<file path="config.mk">
export PLATFORM = sky130hd
export DESIGN_NAME = primitive_queue
export DESIGN_NICKNAME = d
export VERILOG_FILES = /design/src/rtl/illusion_pkg.sv /design/src/rtl/RAM_1R_1W.sv /design/src/rtl/primitive_queue.sv
export SDC_FILE = /design/constraint.sdc
export NUM_CORES = 2
export LEC_CHECK = 0
export CAP_MARGIN = 40
export CORE_MARGIN = 8
export CORE_UTILIZATION = 65
export DETAILED_ROUTE_END_ITERATION = 8
export PLACE_DENSITY = 0.86
export RECOVER_POWER = 25
export SLEW_MARGIN = 0
export SYNTH_ARGS = -nofsm -noshare
export SYNTH_HDL_FRONTEND = slang
export SYNTH_HIERARCHICAL = 1
export SYNTH_SLANG_ARGS = --single-unit
</file>
<file path="constraint.sdc">
create_clock -name aClock -period 10.23 [get_ports aClock]
set_clock_uncertainty 0.15 [all_clocks]
set_input_delay 1.023 -clock aClock [delete_from_list [all_inputs] [get_ports aClock]]
set_output_delay 1.023 -clock aClock [all_outputs]
set_load 0.03 [all_outputs]
</file>
<file path="src/rtl/illusion_pkg.sv">
// Shared definitions for the primitive pipeline: entry width and queue states.
package illusion_pkg;

  // Bit width of one processed primitive (TriangleData).
  localparam int TRIANGLE_DATA_W = 96;

  // Storage occupancy states of the primitive queue.
  typedef enum logic [1:0] {
    Q_EMPTY     = 2'd0,  // nothing held
    Q_FILLING   = 2'd1,  // entries in RAM, output register not yet loaded
    Q_STREAMING = 2'd2,  // output register valid, room left
    Q_FULL      = 2'd3   // DEPTH entries held
  } queue_state_e;

endpackage

</file>
<file path="src/rtl/RAM_1R_1W.sv">
// Simple dual-port entry storage: one write port, one registered read port.
module RAM_1R_1W #(
  parameter int DEPTH = 32,
  parameter int SIZE  = 96,
  localparam int AW   = $clog2(DEPTH)
) (
  input  logic            clk,
  input  logic            wr_en,
  input  logic [AW-1:0]   wr_addr,
  input  logic [SIZE-1:0] wr_data,
  input  logic            rd_en,
  input  logic [AW-1:0]   rd_addr,
  output logic [SIZE-1:0] rd_data
);

  logic [SIZE-1:0] mem [DEPTH];
  logic [SIZE-1:0] rd_data_q;

  // Write and synchronous read; read data holds when rd_en is low.
  always_ff @(posedge clk) begin
    if (wr_en) mem[wr_addr] <= wr_data;
    if (rd_en) rd_data_q <= mem[rd_addr];
  end

  assign rd_data = rd_data_q;

endmodule

</file>
<file path="src/rtl/primitive_queue.sv">
// Primitive FIFO with registered head. The RAM read register doubles as the
// output register: a read is only issued when the head is empty or being
// popped, so the head data stays put while the consumer stalls.
module primitive_queue
  import illusion_pkg::*;
#(
  parameter int WIDTH       = TRIANGLE_DATA_W,
  parameter int DEPTH       = 32,
  parameter int ALMOST_FULL = DEPTH - 4
) (
  input  logic                   aClock,
  input  logic                   aReset,
  input  logic                   aPushValid,
  input  logic [WIDTH-1:0]       aPushData,
  output logic                   anOutPushReady,
  output logic                   anOutPopValid,
  output logic [WIDTH-1:0]       anOutPopData,
  input  logic                   aPopReady,
  input  logic                   aFlush,
  output logic [$clog2(DEPTH):0] anOutCount,
  output logic                   anOutAlmostFull,
  output logic                   anOutOverflow
);

  localparam int AW = $clog2(DEPTH);
  localparam int CW = AW + 1;
  localparam logic [CW-1:0] FULL_CNT = CW'(DEPTH);
  localparam logic [CW-1:0] AF_CNT   = CW'(ALMOST_FULL);

  // Pointers carry one extra bit so full and empty RAM are distinguishable.
  logic [AW:0]   wr_ptr_q, wr_ptr_d;
  logic [AW:0]   rd_ptr_q, rd_ptr_d;
  logic [CW-1:0] count_q, count_d;
  logic          out_valid_q, out_valid_d;
  logic          overflow_q, overflow_d;
  queue_state_e  state_q, state_d;

  logic push, pop, ram_rd, ram_nonempty;

  // Ready depends on registered state only (FULL <=> count == DEPTH).
  assign anOutPushReady  = (state_q != Q_FULL);
  assign anOutPopValid   = out_valid_q;
  assign anOutCount      = count_q;
  assign anOutAlmostFull = (count_q >= AF_CNT);
  assign anOutOverflow   = overflow_q;

  // Next-state: handshakes, prefetch, pointer/count update, flush, state.
  always_comb begin
    push         = aPushValid & anOutPushReady & ~aFlush;
    pop          = out_valid_q & aPopReady & ~aFlush;
    ram_nonempty = (wr_ptr_q != rd_ptr_q);
    ram_rd       = ram_nonempty & (~out_valid_q | pop) & ~aFlush;

    wr_ptr_d    = wr_ptr_q;
    rd_ptr_d    = rd_ptr_q;
    count_d     = count_q;
    out_valid_d = out_valid_q;
    overflow_d  = overflow_q | (aPushValid & ~anOutPushReady);

    if (aFlush) begin
      wr_ptr_d    = '0;
      rd_ptr_d    = '0;
      count_d     = '0;
      out_valid_d = 1'b0;
    end else begin
      if (push)   wr_ptr_d = wr_ptr_q + (AW+1)'(1);
      if (ram_rd) rd_ptr_d = rd_ptr_q + (AW+1)'(1);
      out_valid_d = ram_rd | (out_valid_q & ~pop);
      case ({push, pop})
        2'b10:   count_d = count_q + CW'(1);
        2'b01:   count_d = count_q - CW'(1);
        default: count_d = count_q;
      endcase
    end

    if (count_d == '0)           state_d = Q_EMPTY;
    else if (count_d == FULL_CNT) state_d = Q_FULL;
    else if (out_valid_d)        state_d = Q_STREAMING;
    else                         state_d = Q_FILLING;
  end

  // State registers; reset wins over every other operation.
  always_ff @(posedge aClock) begin
    if (!aReset) begin
      wr_ptr_q    <= '0;
      rd_ptr_q    <= '0;
      count_q     <= '0;
      out_valid_q <= 1'b0;
      overflow_q  <= 1'b0;
      state_q     <= Q_EMPTY;
    end else begin
      wr_ptr_q    <= wr_ptr_d;
      rd_ptr_q    <= rd_ptr_d;
      count_q     <= count_d;
      out_valid_q <= out_valid_d;
      overflow_q  <= overflow_d;
      state_q     <= state_d;
    end
  end

  RAM_1R_1W #(.DEPTH(DEPTH), .SIZE(WIDTH)) u_ram (
    .clk     (aClock),
    .wr_en   (push),
    .wr_addr (wr_ptr_q[AW-1:0]),
    .wr_data (aPushData),
    .rd_en   (ram_rd),
    .rd_addr (rd_ptr_q[AW-1:0]),
    .rd_data (anOutPopData)
  );

endmodule

</file>
# --- After elaboration in Yosys (flattened, before gate mapping) ---
# Memories as Yosys holds them, arrays and structs flattened. A register that Yosys moved wholly into a read port is not among the register bits.
# Index checks and enable logic that the tools add are counted.
word_totals:
  ff_bits: 22
  latch_bits: 0
  ram_bits: 3072
  romBits: 0
  input_bits: 101
  output_inout_bits: 106
  wordCells: 43
  mem_count: 1
mem_list:
  columns: ["name", "depth", "word_bits", "rd", "rd_clocked_by_memory_dff", "write_ports", "line", "source"]
  rows:
  - ["u_ram.mem", 32, 96, 1, 1, 1, "RAM_1R_1W.sv:16", "logic [SIZE-1:0] mem [DEPTH];"]
classes:
  addsub: 4
  multipliers: 0
  div: 0
  order_cmp: 1
  eq_ne: 5
  shift: 0
  muxes: 7
  n_bitwise: 16
  n_reduce_logical: 3
ops:
  columns: ["op", "count"]
  rows:
  - ["6-bit by 1-bit adder with 6-bit output, second input constant", 3]
  - ["6-bit one-hot mux with 2 select lines", 1]
  - ["1-bit bitwise AND", 8]
  - ["6-bit equality test, second input constant", 1]
  - ["6-bit by 5-bit greater-or-equal comparator with 1-bit output, second input constant", 1]
  - ["6-bit logical NOT", 1]
  - ["6-bit 2-to-1 mux", 1]
  - ["6-bit != test", 1]
  - ["6-bit by 1-bit subtractor with 6-bit output, second input constant", 1]
  - ["1-bit NOT", 5]
  - ["2-bit 2-to-1 mux", 2]
  - ["2-bit OR reduction", 2]
  - ["1-bit 2-to-1 mux", 3]
  - ["1-bit bitwise OR", 3]
  - ["2-bit by 1-bit equality test with 1-bit output, second input constant", 1]
  - ["2-bit equality test, second input constant", 1]
  - ["2-bit != test, second input constant", 1]

# --- Longest topological paths before layout ---
depth:
  depth_word: 9
  mapped_depth: 13
  mapped_depth_nobuf: 12

# --- By module ---
# Netlist, hierarchy kept.
by_module_without_submodules:
  columns: ["module", "n_inst", "cells_per_inst", "area_each_um2", "seq_area_each_um2"]
  rows:
  - ["RAM_1R_1W", 1, 5604, 119514.6, 95131.2]
  - ["primitive_queue", 1, 144, 1258.7, 440.4]

# --- Least setup slack after synthesis ---
# OpenSTA, ideal clock, no wires.
synth_timing:
  path_kind: "input-to-reg"
  from: "in aPushValid"
  to: "mem u_ram.mem[28][0], enable pin"
  setup_ps: 552
  arrival_ps: 6193
  required_ps: 9528
  slack_ps: 3335
  stages: 5
  n_path_buf: 1
  cell_sequence: "a21bo_2 > nor2_1 > or3b_2 > clkbuf_1 > nor2_1"
synth_between:
  elab_chain_cells: 4
synth_lines:
  columns: ["item", "line", "source"]
  rows:
  - ["start, declared", "primitive_queue.sv:13", "input logic aPushValid,"]
  - ["1-bit bitwise AND (2 in a row)", "primitive_queue.sv:49", "push = aPushValid & anOutPushReady & ~aFlush;"]
  - ["named net push", "primitive_queue.sv:38", "logic push, pop, ram_rd, ram_nonempty;"]
  - ["1-bit 2-to-1 mux", "RAM_1R_1W.sv:21", "if (wr_en) mem[wr_addr] <= wr_data;"]
  - ["1-bit 2-to-1 mux (not written as such)", "RAM_1R_1W.sv:21", null]
  - ["end, declared", "RAM_1R_1W.sv:16", null]
# The timed path passes the listed nets, and every way through them passes these cells.

# --- Worst setup path in the final report ---
layout_timing:
  from: "reg wr_ptr_q[0]"
  to: "reg u_ram.rd_data_q[58], in the netlist u_ram/rd_data[58] (read register of u_ram.mem), enable pin"
layout_between:
  elab_chain_cells: 3
layout_lines:
  columns: ["item", "line", "source"]
  rows:
  - ["start, declared", "primitive_queue.sv:31", "logic [AW:0] wr_ptr_q, wr_ptr_d;"]
  - ["start signal, assigned", "primitive_queue.sv:92", "wr_ptr_q <= wr_ptr_d;"]
  - ["6-bit != test", "primitive_queue.sv:51", "ram_nonempty = (wr_ptr_q != rd_ptr_q);"]
  - ["1-bit bitwise AND (2 in a row)", "primitive_queue.sv:52", "ram_rd = ram_nonempty & (~out_valid_q | pop) & ~aFlush;"]
  - ["named net ram_rd", "primitive_queue.sv:38", null]
  - ["end, declared", "RAM_1R_1W.sv:17", "logic [SIZE-1:0] rd_data_q;"]
# The timed path passes the listed nets, and every way through them passes these cells.
# A chain may end at the register's enable or synchronous reset.

==> flow_results.org <==
** STA
- Fin crit share :: 0.485
- The count of endpoints failing hold in the final timing report came to 0.
- The tightest hold path in the finished design has a slack of approximately 0.47 ns.
- The max-slew violation count came to ~1200.
- Post-layout minimum cycle time :: 4.96 ns
- Headroom to the max-slew limit came out at -0.338.
- Setup violations remaining at the end of the flow were counted as 0.
- After routing, the total negative slack on setup checks comes to 0 ns.
- Setup repair after global routing left no endpoint under its margin.
- Least-Margin Pin Slew :: 2.01 ns
- Achievable Freq :: between 200 and 250 MHz

** Worst hold path
- Worst Hold Path Cells :: 2
- Path class of the lowest-slack min-delay path :: reg2reg
- The startpoint identified for the worst hold timing path is rd_ptr_q[5].
- The path with the worst hold slack has its endpoint at rd_ptr_q[5].

** Clocking
- TritonCTS built the clock tree.
- Cts-stage hold buffer count :: 0
- The tree built by TritonCTS fans out to approximately 3200 sinks.
- Once the clock tree was built, the setup fixing pass inserted 0 buffers.
- Gates resized during post-CTS repair numbered 0.
- Clock tree synthesis selected as its root buffer the cell sky130_fd_sc_hd__clkbuf_16.
- The H-tree was split into 5 levels.
- Counting along the longest clock path gives a buffer depth of 4.
- After clock tree synthesis, the clock-pin slew on the worst setup and hold paths is approximately 0.07 ns.
- At the later pin of the worst-skew pair, clock insertion delay measures 1.00 ns.
- TritonCTS created between 300 and 400 clock buffers.

** Logic synthesis
- After synthesis, the share of flip-flops with an asynchronous set or reset is 0.
- Number of synthesized register bits :: 3190
- Sorting the synthesized cells by how often they occur yields 3168 x sky130_fd_sc_hd__edfxtp_1, 770 x sky130_fd_sc_hd__mux2i_1, 511 x sky130_fd_sc_hd__a22oi_1.
- The most common cell in the synthesized netlist is sky130_fd_sc_hd__edfxtp_1.
- Syn avg cell area :: roughly 21 um^2
- Sequential fraction of the synthesis area :: 0.791
- Gate count of the mapped netlist :: approximately 5700
- Synth warnings :: 6
- In the post-synthesis netlist, the biggest area contributors are sky130_fd_sc_hd__edfxtp_1 79%, sky130_fd_sc_hd__mux4_2 7.2%, sky130_fd_sc_hd__mux2i_1 6.4%.
- Number of distinct standard cells referenced by the synthesized netlist :: 48
- Number of flops mapped to enable cells by yosys :: 3168
- The synthesized design spends more area on one cell type than any other, namely sky130_fd_sc_hd__edfxtp_1.
- Synthesis produced a netlist with a net count of around 5900.
- Share of the synthesized area in the top cell type :: 0.788
- Flip-flop cell with the highest count after synthesis :: sky130_fd_sc_hd__edfxtp_1
- Cell area after synthesis :: between 100000 and 150000 um^2

** Finish
- Finished Core Util :: 0.741
- Layout cell share with drive strength beyond 1 :: 0.166
- Compared with the post-synthesis result, the final layout area differs by 13.5%.
- The count of cells in the finished layout, fillers not included, comes to 8917.
- Number of nets in the layout :: 6304

** Floorplanning
- The core region is 185000 um^2.
- Number of core rows :: 158
- Die outline width :: between 400 and 500 um
- The die covers approximately 200000 um^2.
- The die is between 400 and 500 um tall.
- Effective utilization at floorplan :: 0.653
- Ports placed on the boundary :: slightly above 200

** Power and ir drop
- Of the total power, combinational logic draws 0.024.
- IR analysis of the VDD net gives a maximum drop of ~0.18 mV.
- The share of total power dissipated in the clock network is 0.430.
- Overall power :: 26.4 mW
- Register share of total power :: 0.546
- Internal power :: 20.8 mW
- The analysis attributes to net switching a power of approximately 5.6 mW.
- Power spread over the standard cell area amounts to 193 nW/um^2.
- Pleak :: 41.0 nW
- Of the total power, the share spent switching nets is 0.212.

** Worst setup path
- The critical path starts at wr_ptr_q[0].
- Data required time at the worst endpoint :: 10.65 ns
- In this run the critical register-to-register path is launched from wr_ptr_q[0].
- The largest individual stage delay along the critical path comes from the cell sky130_fd_sc_hd__xor2_1.
- CP Capture Type :: flip-flop
- The worst register-to-register path ends at u_ram/rd_data[58].
- Critical Path Max Stage Delay :: around 0.85 ns
- The worst setup path is launched from a flip-flop.
- The worst register-to-register path has a depth of 5.
- Among the stages of the critical path, the cell type that occurs most often is sky130_fd_sc_hd__buf_4.
- Setup slack, reg-to-reg :: ~5.3 ns
- The critical path is of the reg2reg type.
- Along the worst path, the maximum fanout reaches between 40 and 50.
- Cell-by-cell trace of the critical path :: xor2_1, nor2_1, a31oi_4, buf_4, buf_4
- Data on the critical path arrives at its endpoint at approximately 5.4 ns.

** Global route
- Met3 usage :: 0.107
- The number of global-route vias before repair is between 60000 and 70000.
- Met2 routing resource usage after global routing :: 0.563
- Overflow left after global routing :: 0
- Antenna violations before repair :: 25
- Wire length of the first global-routing pass :: between 500000 and 600000 um
- Most Used Layer, Global Route :: met2
- Entering global routing, the biggest net connects between 100 and 150 pins.
- Overall Global Routing Usage :: 0.355
- Global routing usage on met1 :: 0.430

** Detailed routing
- Dividing the detail-routed via count by the number of cells gives ~7.8.
- After detailed routing, the total wire length is 376000 um.
- The first routing iteration left about 14000 violations.
- After detailed routing, the number of remaining DRC violations is 0.
- Detail-routed net length per standard cell :: between 40 and 50 um
- The first detailed-routing pass ran for 7 iterations.
- Across all layers, the routed design uses between 60000 and 70000 vias.
- Final ANT Viol Nets :: 0

** Outcome
- The final reports fail on capacitance limit, slew limit.
- Outcome :: complete, but fails checks

** Placed design
- The count of buffers added on input and output ports is approximately 210.
- Final RePlAce weighted congestion :: around 0.86
- Cell count after placement :: 8354
- Detailed placement finished with a half-perimeter wire length of approximately 180000 um.

** Job
- Max-cap violations in this run came to 37.
[cells by family (layout without fill, tap and decap cells)]
logic type	after synthesis	after routing	synth area share
AO/OA/AOI/OAI	648	648	0.0402
XOR/XNOR	23	23	0.00167
adder cells (fa/ha/maj)	5	5	0.000518
buffers and inverters	331	1004	0.0137
flip-flops	3190	3190	0.791
multiplexers	1156	1156	0.136
other	0	16	0
AND/OR/NAND/NOR	395	395	0.0169
[sequential cells by signal (all words and copies together) (netlist names)]
signal and count:
u_ram/mem 3072, u_ram/rd_data 96, anOutCount 6, rd_ptr_q 6
wr_ptr_q 6, state_q 2, anOutOverflow 1, anOutPopValid 1
[metrics by stage]
stage                     area (um^2)  setup WS, ns
after global placement         126000          4.73
after floorplan                121000          3.33
after detailed placement       128000          4.69
after CTS                      137000          5.50
after global routing           137000          5.31
final                          137000          5.27
[layer usage]
layer  vias to the layer above  share of wire
met5                         -        0.00028
met4                        16          0.088
met1                     33600           0.29
li1                      24900              -
met2                      8652           0.46
met3                      2117           0.16
[layout make-up]
class,count,area (um^2)
diodes,16,40.0
fillers,9029,47900
well taps,2480,3100
multi-input cells,2227,23900
clock inverters,173,1470
repair buffers,460,4920
inverters,6,22.5
flip-flops and latches,3190,95600
clock buffers,365,8080
[power groups by stage]
| stage | Clock, mW | Sequential (mW) | Combinational, mW |
|---|---|---|---|
| CTS | 11.2 | 14.4 | 0.620 |
| global route | 11.8 | 14.4 | 0.631 |
| global placement | 0 | 14.7 | 0.523 |
| detailed placement | 0 | 14.7 | 0.595 |
| floorplan | 0 | 14.7 | 0.179 |
| finish | 11.4 | 14.4 | 0.632 |
[critical path, delay by kind of cell, from the launching register on]
family          cells  cell delay [ns]
buf+inv             2             1.47
xor+xnor            1             0.85
compound gates      1             0.81
flops               1             0.79
simple gates        1             0.30
[how the worst max path moves through the flow]
stage / to / slack (ns)
after global placement: u_ram/mem[1][26] / 4.73
after floorplan: u_ram/mem[28][0] / 3.33
after global routing: u_ram/rd_data[26] / 5.31
after CTS: u_ram/mem[1][27] / 5.50
after detailed placement: u_ram/mem[1][26] / 4.69
final: u_ram/rd_data[58] / 5.27
[cell usage in the layout, fill, tap and decap left out, types with 16 or more instances in the layout]
| cell type | Yosys | final |
|---|---|---|
| sky130_fd_sc_hd__a31oi_1 | 52 | 52 |
| sky130_fd_sc_hd__mux4_2 | 384 | 384 |
| sky130_fd_sc_hd__clkbuf_16 | 0 | 315 |
| sky130_fd_sc_hd__clkinv_1 | 0 | 71 |
| sky130_fd_sc_hd__buf_4 | 33 | 107 |
| sky130_fd_sc_hd__edfxtp_1 | 3168 | 3168 |
| sky130_fd_sc_hd__dlygate4sd3_1 | 0 | 72 |
| sky130_fd_sc_hd__clkinv_2 | 0 | 56 |
| sky130_fd_sc_hd__a21oi_1 | 16 | 16 |
| sky130_fd_sc_hd__buf_12 | 0 | 32 |
| sky130_fd_sc_hd__buf_16 | 0 | 29 |
| sky130_fd_sc_hd__nand4_1 | 48 | 48 |
| sky130_fd_sc_hd__nand3_1 | 200 | 200 |
| sky130_fd_sc_hd__a22o_1 | 51 | 51 |
| sky130_fd_sc_hd__nand2_1 | 19 | 19 |
| sky130_fd_sc_hd__nor2_4 | 0 | 37 |
| sky130_fd_sc_hd__clkdlybuf4s50_1 | 0 | 134 |
| sky130_fd_sc_hd__diode_2 | 0 | 16 |
| sky130_fd_sc_hd__dfxtp_1 | 22 | 17 |
| sky130_fd_sc_hd__buf_8 | 0 | 24 |
| sky130_fd_sc_hd__clkbuf_1 | 141 | 108 |
| sky130_fd_sc_hd__mux2i_1 | 770 | 770 |
| sky130_fd_sc_hd__a22oi_1 | 511 | 511 |
| sky130_fd_sc_hd__xor2_1 | 20 | 20 |
| sky130_fd_sc_hd__nor2_1 | 69 | 29 |
| sky130_fd_sc_hd__bufinv_16 | 0 | 24 |
No activity file was read; power rests on OpenSTA's default activity.
